<file path="src/rtl/amba3_axi_wr_slave.sv">
// AXI3 write-channel slave: accepts one burst at a time, generates FIXED/INCR/WRAP
// beat addresses, drives a synchronous memory write port and returns one B per burst.
module amba3_axi_wr_slave #(
  parameter int TXID_SIZE = 4,
  parameter int ADDR_SIZE = 32,
  parameter int DATA_SIZE = 32
) (
  input  logic                   i_aclk,
  input  logic                   i_areset,
  input  logic [TXID_SIZE-1:0]   i_awid,
  input  logic [ADDR_SIZE-1:0]   i_awaddr,
  input  logic [3:0]             i_awlen,
  input  logic [2:0]             i_awsize,
  input  logic [1:0]             i_awburst,
  input  logic                   i_awvalid,
  output logic                   o_awready,
  input  logic [TXID_SIZE-1:0]   i_wid,
  input  logic [DATA_SIZE-1:0]   i_wdata,
  input  logic [DATA_SIZE/8-1:0] i_wstrb,
  input  logic                   i_wlast,
  input  logic                   i_wvalid,
  output logic                   o_wready,
  output logic [TXID_SIZE-1:0]   o_bid,
  output logic [1:0]             o_bresp,
  output logic                   o_bvalid,
  input  logic                   i_bready,
  output logic                   o_mem_we,
  output logic [ADDR_SIZE-1:0]   o_mem_addr,
  output logic [DATA_SIZE-1:0]   o_mem_wdata,
  output logic [DATA_SIZE/8-1:0] o_mem_wstrb
);

  localparam int STRB_SIZE = DATA_SIZE / 8;
  localparam int SIZE_MAX  = $clog2(STRB_SIZE);

  typedef enum logic [1:0] {S_IDLE, S_DATA, S_RESP} state_t;

  state_t                 r_state;
  state_t                 w_stateNext;
  logic                   r_awready;
  logic                   r_wready;
  logic                   r_bvalid;
  logic [TXID_SIZE-1:0]   r_id;
  logic [ADDR_SIZE-1:0]   r_addr;
  logic [3:0]             r_len;
  logic [2:0]             r_size;
  logic [1:0]             r_burst;
  logic [3:0]             r_beatCnt;
  logic                   r_burstErr;
  logic                   r_err;
  logic [1:0]             r_bresp;
  logic                   r_memWe;
  logic [ADDR_SIZE-1:0]   r_memAddr;
  logic [DATA_SIZE-1:0]   r_memWdata;
  logic [STRB_SIZE-1:0]   r_memWstrb;

  logic                   w_awFire;
  logic                   w_wFire;
  logic                   w_bFire;
  logic                   w_atLen;
  logic                   w_lastBeat;
  logic                   w_beatErr;
  logic                   w_wrapLenOk;
  logic                   w_awBurstErr;
  logic [ADDR_SIZE-1:0]   w_inc;
  logic [ADDR_SIZE-1:0]   w_lenP1;
  logic [ADDR_SIZE-1:0]   w_bound;
  logic [ADDR_SIZE-1:0]   w_addrInc;
  logic [ADDR_SIZE-1:0]   w_addrNext;

  assign w_awFire   = i_awvalid & r_awready;
  assign w_wFire    = i_wvalid & r_wready;
  assign w_bFire    = r_bvalid & i_bready;
  assign w_atLen    = (r_beatCnt == r_len);
  assign w_lastBeat = i_wlast | w_atLen;
  // Early wlast, missing wlast and a foreign wid all flag the response as SLVERR
  assign w_beatErr  = (i_wid != r_id) | (i_wlast != w_atLen);

  assign w_wrapLenOk  = (i_awlen == 4'd1) | (i_awlen == 4'd3) | (i_awlen == 4'd7) | (i_awlen == 4'd15);
  assign w_awBurstErr = (i_awsize > 3'(SIZE_MAX)) | (i_awburst == 2'b11) |
                        ((i_awburst == 2'b10) & ~w_wrapLenOk);

  assign w_inc     = ADDR_SIZE'(1) << r_size;
  assign w_lenP1   = ADDR_SIZE'(r_len) + ADDR_SIZE'(1);
  assign w_bound   = w_lenP1 << r_size;
  assign w_addrInc = r_addr + w_inc;

  always_comb begin
    w_addrNext = r_addr;
    case (r_burst)
      2'b01:   w_addrNext = w_addrInc;
      2'b10:   w_addrNext = (r_addr & ~(w_bound - ADDR_SIZE'(1))) | (w_addrInc & (w_bound - ADDR_SIZE'(1)));
      default: w_addrNext = r_addr;
    endcase
  end

  always_ff @(posedge i_aclk or posedge i_areset) begin
    if (i_areset) r_state <= S_IDLE;
    else          r_state <= w_stateNext;
  end

  always_comb begin
    w_stateNext = r_state;
    case (r_state)
      S_IDLE:  if (w_awFire) w_stateNext = S_DATA;
      S_DATA:  if (w_wFire && w_lastBeat) w_stateNext = S_RESP;
      S_RESP:  if (w_bFire) w_stateNext = S_IDLE;
      default: w_stateNext = S_IDLE;
    endcase
  end

  // Handshake outputs are registered copies of the upcoming state
  always_ff @(posedge i_aclk or posedge i_areset) begin
    if (i_areset) begin
      r_awready <= 1'b0;
      r_wready  <= 1'b0;
      r_bvalid  <= 1'b0;
    end else begin
      r_awready <= (w_stateNext == S_IDLE);
      r_wready  <= (w_stateNext == S_DATA);
      r_bvalid  <= (w_stateNext == S_RESP);
    end
  end

  always_ff @(posedge i_aclk or posedge i_areset) begin
    if (i_areset) begin
      r_id       <= '0;
      r_addr     <= '0;
      r_len      <= '0;
      r_size     <= '0;
      r_burst    <= '0;
      r_beatCnt  <= '0;
      r_burstErr <= 1'b0;
      r_err      <= 1'b0;
      r_bresp    <= 2'b00;
      r_memWe    <= 1'b0;
      r_memAddr  <= '0;
      r_memWdata <= '0;
      r_memWstrb <= '0;
    end else begin
      r_memWe <= 1'b0;
      if (w_awFire) begin
        r_id       <= i_awid;
        r_addr     <= i_awaddr;
        r_len      <= i_awlen;
        r_size     <= i_awsize;
        r_burst    <= i_awburst;
        r_beatCnt  <= '0;
        r_burstErr <= w_awBurstErr;
        r_err      <= w_awBurstErr;
      end
      if (w_wFire) begin
        r_memWe    <= ~r_burstErr & (i_wid == r_id);
        r_memAddr  <= r_addr;
        r_memWdata <= i_wdata;
        r_memWstrb <= i_wstrb;
        r_addr     <= w_addrNext;
        r_beatCnt  <= r_beatCnt + 4'd1;
        r_err      <= r_err | w_beatErr;
        if (w_lastBeat) r_bresp <= (r_err | w_beatErr) ? 2'b10 : 2'b00;
      end
    end
  end

  assign o_awready   = r_awready;
  assign o_wready    = r_wready;
  assign o_bvalid    = r_bvalid;
  assign o_bid       = r_id;
  assign o_bresp     = r_bresp;
  assign o_mem_we    = r_memWe;
  assign o_mem_addr  = r_memAddr;
  assign o_mem_wdata = r_memWdata;
  assign o_mem_wstrb = r_memWstrb;

endmodule
</file>
<file path="config.mk">
export PLATFORM = sky130hd
export DESIGN_NAME = amba3_axi_wr_slave
export DESIGN_NICKNAME = d
export VERILOG_FILES = /design/src/rtl/amba3_axi_wr_slave.sv
export SDC_FILE = /design/constraint.sdc
export NUM_CORES = 1
export LEC_CHECK = 0
export ABC_AREA = 1
export CAP_MARGIN = 20
export CELL_PAD_IN_SITES_DETAIL_PLACEMENT = 0
export CELL_PAD_IN_SITES_GLOBAL_PLACEMENT = 1
export CORE_MARGIN = 1
export CORE_UTILIZATION = 39
export CTS_BUF_LIST = sky130_fd_sc_hd__clkbuf_16
export DETAILED_ROUTE_END_ITERATION = 6
export PLACE_DENSITY = 0.84
export SYNTH_ARGS = -nofsm -noshare
export SYNTH_HDL_FRONTEND = slang
export SYNTH_SLANG_ARGS = --single-unit
</file>
<file path="constraint.sdc">
create_clock -name i_aclk -period 10.1 [get_ports i_aclk]
set_input_delay 2.525 -clock i_aclk [delete_from_list [all_inputs] [get_ports i_aclk]]
set_output_delay 2.525 -clock i_aclk [all_outputs]
set_load 0.01 [all_outputs]
</file>
# Word level (Yosys, flattened, before mapping)
# Cells that the tools add are included.
# totals
reg_bits,127
output_inout_bits,78
elab_cells,79
# op_classes
addsub,4
magnitude_cmp,1
n_eq_ne,17
shift,2
mux,13
n_bitwise,19
reduce_logical,6
# op_table
cell,count
$and 32x32->32,2
$mux 32,2
$pmux 32 s2,1
$add 32x32->32,1
$not 32->32,1
$or 32x32->32,1
$shl 1x3->32 const A,1
$shl 5x3->32,1
$sub 32x1->32 const B,1
$eq 2x2->1 const B,5
$eq 4x4->1,2
$mux 2,4
$mux 4,2
$or 1x1->1,8
$eq 2x1->1 const B,3
$pmux 2 s3,1
$add 4x1->5 const B,1
$and 1x1->1,5
$add 4x1->4 const B,1
$eq 4x1->1 const B,1
$eq 4x2->1 const B,1
$eq 4x3->1 const B,1
$eq 4x4->1 const B,1
$logic_not 2->1,2
other kinds (9),13

# Depth between registers and ports, before layout
# Gate-level depths: netlist of run 1.
# depth
ltp_word,9
depth_mapped,23
depth_no_buf,23

# Worst setup path before layout of run 1
# OpenSTA, ideal clock, no wires.
# synth_timing
path_type,input -> register
from,input port i_wvalid
to,register (tool-made name)
setup_ps,133
arrival_time_ps,3652
path_slack_ps,6314
path_stages,7
n_path_buf,1
cell_sequence,nand2_1 clkinv_1 a21oi_1 clkbuf_1 o21ai_0 a21oi_1 a22oi_1
# synth_lines
element,line,rtl
start: declaration,21,"input logic i_wvalid,"

==> impl_metrics.json, run 1 <==
{
  "clkTransAtPathRegs_ns": 0.05,
  "vias": 6785,
  "fmax_ghz": 0.186,
  "tritoncts": "yes",
  "placementRows": 49,
  "clock_insertion_delay_worst_skew_ns": 0.42,
  "effective_utilization_at_floorplan_pct": 39.8,
  "antenna_found_initial": 0,
  "crit_slowest_cell": "a21oi_1",
  "finish.net_count": 1247,
  "route.detailed.wl_per_inst_um": 14.2,
  "largest_buffer_count_on_any_clock_path": 2,
  "rsz_0062_raised_after_global_routing": "no",
  "count_of_unique_library_cells_instantiated_by_yosys": 49,
  "reg2reg_slack_ns": 6.57,
  "post_cts.resized_instances": 0,
  "final_period_minus_worst_setup_slack_ns": 5.37,
  "reported_net_switching_power_uw": 1290,
  "post_drt_via_cell_ratio": 4.91,
  "drt_pass1_iterations": 7,
  "timing.rr.start": "r_size[1]",
  "totalWireLength_um": 19600,
  "share_seq_of_total_power_pct": 32.1,
  "gp_congestion": 0.864,
  "synth_cells": 988,
  "hold_end": "o_mem_we",
  "critical_path_buf_inv_count": 4,
  "root_buffer": "clkbuf_16",
  "ys_seq_elements": 126,
  "place_inst": 1351,
  "post_route_cells_drive_above_1_share_pct": 6.34,
  "swShare_pct": 43.8,
  "timing.critical_path.cells": "clkdlybuf4s50_1 -> nand2_4 -> nand2_1 -> inv_1 -> a21oi_1 -> inv_1 -> a21oi_2 -> inv_2 -> nand2_1 -> nand2_1",
  "cp_class": "in -> reg",
  "endpoint_kind": "register",
  "die_x_um": 137,
  "globalRouteOverflowTotal": 0,
  "worstHoldPathCells": 1,
  "largest_net_degree_at_the_start_of_global_routing": 79,
  "arrival_ns": 5.67,
  "critical_path.startpoint_type": "primary input",
  "hold-worst-slack_ns": 0.435,
  "antenna_cells_inserted": 0,
  "worst_slack_ns": 4.73,
  "die-area_um2": 18900,
  "timing.reg2reg.worst_path_depth": 21,
  "finalClockSkew_ns": 0.00852,
  "timing.setup.tns_ns": 0,
  "portBuffers": 167,
  "leakagePower_uw": 0.00455,
  "timing.critical_path.mode_cell": "nand2_1",
  "critPathRequiredTime_ns": 10.40,
  "worst_hold_startpoint": "r_burstErr",
  "top_level_ports": 169,
  "power_uw": 2940,
  "finalHoldViolations": 0,
  "num-fill-cells": 1783,
  "htreeDepth": 4,
  "multiInputGateArea_um2": 3530,
  "die_h_um": 137,
  "area.growth.synth_to_final_pct": 32.4,
  "drt-initial-drc-count": 337,
  "power.combinational.fraction_pct": 49.8,
  "dp_hpwl_um": 14200,
  "timing_worst_slew_pin_value_ns": 1.09,
  "slowest_delay_ns": 0.71,
  "intPower_uw": 1650,
  "crit_fanout": 65,
  "synth.cell_area_um2": 7150,
  "groute.usage.overall_pct": 21.8,
  "count_of_yosys_warnings_during_synthesis": 0,
  "post_layout_nonfiller_instances": 1381,
  "cts_inserted_buffers": 17,
  "final-seq-area_um2": 3150,
  "cts_hold_repair.buffers": 0,
  "drt_drc_violations_left": 0,
  "hold_class": "reg -> reg",
  "cts_post_setup_buffers_inserted": 0,
  "max-vdd-ir-drop_v": 0.000182,
  "syn-num-nets": 1094,
  "first_global_vias": 6165,
  "ys_seq_area_share_pct": 44.1,
  "grt_pass1_wl_um": 31600,
  "postRouteAntennaNets": 0,
  "synth_area_per_cell_um2": 7.23,
  "setup-violations-final": 0,
  "number_of_pins_exceeding_their_max_slew_limit_in_the_final_report": 0,
  "cp-startpoint": "i_wvalid",
  "cap_violations": 0,
  "run_status": "complete, no violations",
  "placeable_core_area_um2": 18000,
  "fraction_of_power_consumed_by_the_clock_network_pct": 18.1,
  "pwr_density_cell_nw_per_um2": 310,
  "clock_sink_count": 126,
  "fin_crit_sh_pct": 53.1,
  "slew_headroom_pct": 27.1,
  "crit_family": "compound AO/OA/AOI/OAI gates",
  "place_ws_ns": 4.30
}
cells in the final DEF (no fill, tap or decap), types with 4 or more instances in the layout:
| cell type | count |
|---|---|
| nand3_2 | 10 |
| inv_1 | 63 |
| nand3_1 | 50 |
| nand2_2 | 5 |
| clkinv_2 | 5 |
| xor2_1 | 9 |
| ha_1 | 14 |
| a31oi_1 | 6 |
| clkbuf_16 | 17 |
| nor2_1 | 54 |
| o21a_1 | 5 |
| xnor2_1 | 5 |
| o21ai_1 | 4 |
| nor3_1 | 16 |
| nand2_1 | 433 |
| o21ai_0 | 57 |
| clkinv_1 | 4 |
| dfrtp_1 | 126 |
| nor4_1 | 4 |
| inv_2 | 9 |
| a21oi_1 | 33 |
| nand4_1 | 7 |
| clkinvlp_4 | 5 |
| clkdlybuf4s50_1 | 167 |
per-layer routing:
metal,GRT usage [%],routed length [µm],vias up
met3,6.25,1400,17
met2,32.9,8740,192
met1,30.4,9280,3116
li1,-,-,3460
met4,5.31,198,0
met5,0,0,-
through the flow:
step	instance area, µm²	utilization, %
2_1_floorplan	7150	-
3_3_place_gp	8960	49.9
3_5_place_dp	8960	49.9
4_1_cts	9460	52.7
5_1_grt	9460	52.7
6_report	9460	52.7
Yosys cell counts, drive strengths merged:
cell / instances / area, µm²
a21boi: 1 / 7.51
a21o: 2 / 15.0
a21oi: 35 / 183
a221o: 1 / 10.0
a22o: 1 / 8.76
a22oi: 3 / 22.5
a2bb2oi: 1 / 8.76
a31oi: 6 / 37.5
a32oi: 1 / 8.76
buf: 17 / 109
clkbuf: 19 / 71.3
clkinv: 4 / 15.0
conb: 1 / 3.75
dfrtp: 126 / 3150
fa: 1 / 20.0
ha: 14 / 175
inv: 73 / 279
nand2: 439 / 1660
nand3: 60 / 350
nand3b: 1 / 7.51
nand4: 8 / 65.1
nor2: 60 / 255
nor3: 17 / 90.1
nor3b: 2 / 15.0
nor4: 4 / 25.0
o2111ai: 1 / 8.76
o211ai: 2 / 15.0
o21a: 5 / 37.5
o21ai: 62 / 322
o221ai: 1 / 8.76
o22ai: 1 / 6.26
or2: 5 / 31.3
xnor2: 5 / 43.8
xor2: 9 / 78.8
power groups by stage:
stage | clock (µW) | combinational [µW] | sequential (µW)
4_1_cts | 544 | 1480 | 943
2_1_floorplan | 0 | 906 | 948
6_report | 533 | 1460 | 942
3_3_place_gp | 0 | 1450 | 944
3_5_place_dp | 0 | 1470 | 949
5_1_grt | 567 | 1660 | 979
kinds of logic (layout without fill, tap and decap cells):
group                      count (synthesis)  count (layout)  synth area share, %
and+or+nand+nor                          596             596                 35.0
DFF                                      126             126                 44.1
AOI/OAI and AO/OA                        123             123                 9.78
buffers and inverters                    113             277                 6.63
adders and majority gates                 15              15                 2.73
xor gates and xnor gates                  14              14                 1.72
other                                      1               1               0.0525
cell type report:
type	count	area share (%)
clock buffer	17	4.50
sequential	126	33.3
clock inverter	13	0.833
inverter	77	3.13
tap	229	3.03
multi-input combinational	749	37.3
timing repair buffer	170	17.9
worst max path at each step:
stage | to | slack, ns | depth (start not counted)
after floorplan | async pin | 4.22 | 1
after global placement | register | 4.41 | 10
after detailed placement | register | 4.30 | 10
after CTS | register | 4.75 | 10
after global routing | register | 4.39 | 10
final | register | 4.73 | 10
No activity file was read; power rests on OpenSTA's default activity.
==> run 2, diff against run 1 <==
--- a/config.mk
+++ b/config.mk
@@ -10,10 +10,10 @@
 export CELL_PAD_IN_SITES_DETAIL_PLACEMENT = 0
 export CELL_PAD_IN_SITES_GLOBAL_PLACEMENT = 1
 export CORE_MARGIN = 1
-export CORE_UTILIZATION = 39
+export CORE_UTILIZATION = 36
 export CTS_BUF_LIST = sky130_fd_sc_hd__clkbuf_16
 export DETAILED_ROUTE_END_ITERATION = 6
-export PLACE_DENSITY = 0.84
+export PLACE_DENSITY = 0.78
 export SYNTH_ARGS = -nofsm -noshare
 export SYNTH_HDL_FRONTEND = slang
 export SYNTH_SLANG_ARGS = --single-unit
==> constraint.sdc (replaced) <==
create_clock -name i_aclk -period 5.3 [get_ports i_aclk]
set_input_delay 1.325 -clock i_aclk [delete_from_list [all_inputs] [get_ports i_aclk]]
set_output_delay 1.325 -clock i_aclk [all_outputs]
set_load 0.01 [all_outputs]
==> impl_metrics.json, run 2 (synthesized netlist as in run 1, its figures left out) <==
{
  "crit_slowest_cell": "dfrtp_1",
  "cap_violations": 0,
  "power_uw": 5870,
  "final_period_minus_worst_setup_slack_ns": 3.52,
  "die_h_um": 143,
  "crit_fanout": 14,
  "cts_hold_repair.buffers": 0,
  "endpoint_kind": "register",
  "post_drt_via_cell_ratio": 4.69,
  "globalRouteOverflowTotal": 0,
  "finalClockSkew_ns": 0.0128,
  "placeable_core_area_um2": 19500,
  "cts_inserted_buffers": 17,
  "layout.cells.most_common": "nand2_1",
  "number_of_pins_exceeding_their_max_slew_limit_in_the_final_report": 0,
  "fmax_ghz": 0.284,
  "first_global_vias": 6299,
  "clkTransAtPathRegs_ns": 0.06,
  "die-area_um2": 20400,
  "max-vdd-ir-drop_v": 0.000266,
  "critical_path_buf_inv_count": 4,
  "largest_net_degree_at_the_start_of_global_routing": 100,
  "dp_hpwl_um": 14200,
  "rsz_0062_raised_after_global_routing": "no",
  "area.growth.synth_to_final_pct": 35.2,
  "largest_buffer_count_on_any_clock_path": 2,
  "clock_insertion_delay_worst_skew_ns": 0.43,
  "antenna_cells_inserted": 0,
  "effective_utilization_at_floorplan_pct": 36.7,
  "root_buffer": "clkbuf_16",
  "finish.net_count": 1249,
  "critical_path.startpoint_type": "register",
  "drt_drc_violations_left": 0,
  "cp_class": "reg -> reg",
  "top_level_ports": 169,
  "placementRows": 51,
  "pwr_density_cell_nw_per_um2": 607,
  "post_route_cells_drive_above_1_share_pct": 6.75,
  "timing.critical_path.mode_cell": "nand2_1",
  "timing.critical_path.cells": "nor3_1 -> ha_1 -> inv_1 -> fa_1 -> inv_1 -> nand2_1 -> inv_1 -> nand2_1 -> nand2_1 -> nand2_1 -> nand2_1 -> inv_1 -> nor2_4 -> nand3_1 -> or2_0 -> o21ai_0 -> nor2_1 -> nand2_1 -> nand2_1 -> nand2_1 -> nand2_1",
  "route.detailed.wl_per_inst_um": 14.0,
  "die_x_um": 143,
  "timing.setup.tns_ns": 0,
  "crit_family": "simple AND/OR/NAND/NOR gates",
  "grt_pass1_wl_um": 32800,
  "run_status": "complete, no violations",
  "most-common-layout-cells": "433 x nand2_1, 167 x clkdlybuf4s50_1, 126 x dfrtp_1, 62 x inv_1, 57 x o21ai_0",
  "antenna_found_initial": 0,
  "groute.usage.overall_pct": 20.7,
  "critPathRequiredTime_ns": 5.62,
  "arrival_ns": 3.84,
  "setup-violations-final": 0,
  "cts_post_setup_buffers_inserted": 0,
  "htreeDepth": 4,
  "tritoncts": "yes",
  "finalCoreUtilization_pct": 49.7,
  "vias": 6665,
  "slew_headroom_pct": 38.5,
  "place_ws_ns": 1.44,
  "post_cts.resized_instances": 0,
  "totalWireLength_um": 19900,
  "drt-initial-drc-count": 414,
  "gp_congestion": 0.856,
  "leakagePower_uw": 0.00463,
  "hold_class": "reg -> reg",
  "finalHoldViolations": 0,
  "drt_pass1_iterations": 5,
  "postRouteAntennaNets": 0,
  "clock_sink_count": 126,
  "worst_slack_ns": 1.78,
  "slowest_delay_ns": 0.54,
  "timing_worst_slew_pin_value_ns": 0.922,
  "portBuffers": 167,
  "fin_crit_sh_pct": 66.4
}
==> run 2: cell count changes in the layout (fill, tap and decap cells not counted), sizes merged <==
| cell | change |
|---|---|
| buf | +2 |
| bufinv | +4 |
| clkinv | -1 |
| clkinvlp | -4 |
| inv | +3 |
==> run 2: path summary, 6_finish.rpt <==
check                      slack, ns       start         endpoint  depth (start not counted)
setup / recovery                1.78   r_size[0]         register                         21
setup reg to reg                1.78   r_size[0]         register                         21
max in group asynchronous       3.06    i_areset        async pin                          3
min in group asynchronous       1.35    i_areset  o_mem_wdata[19]                          2
hold / removal                  0.43  r_burstErr         o_mem_we                          1
hold reg to reg                 0.43  r_burstErr         o_mem_we                          1
==> run 2: where the power goes <==
part / internal, µW / switching (µW)
clock network: 796 / 485
registers: 1400 / 386
logic: 1170 / 1630
total: 3370 / 2500
==> run 2: final cells by class <==
class,count,area (µm²)
timing repair buffer,172,1720
inverter,77,297
tap,265,332
multi-input combinational,749,3530
sequential,126,3150
clock inverter,15,209
clock buffer,17,425
fill,1900,9800
==> run 2: metrics by stage <==
stage / instances / hold slack [ns] / area, µm²
floorplan: 988 / 0.400 / 7150
finish: 1421 / 0.435 / 9670
CTS: 1421 / 0.433 / 9670
global placement: 1389 / 0.411 / 9030
detailed placement: 1389 / 0.430 / 9030
global route: 1421 / 0.437 / 9670
==> run 2: layer usage <==
layer  vias up  GRT usage (%)  share of wire, %  routed length (µm)
li1       3471              -                 -                   -
met1      2999           29.4                50                9870
met2       179           31.7                44                8720
met3        16           3.92               5.7                1140
met4         0           6.23               1.0                 205
met5         -              0                 0                   0
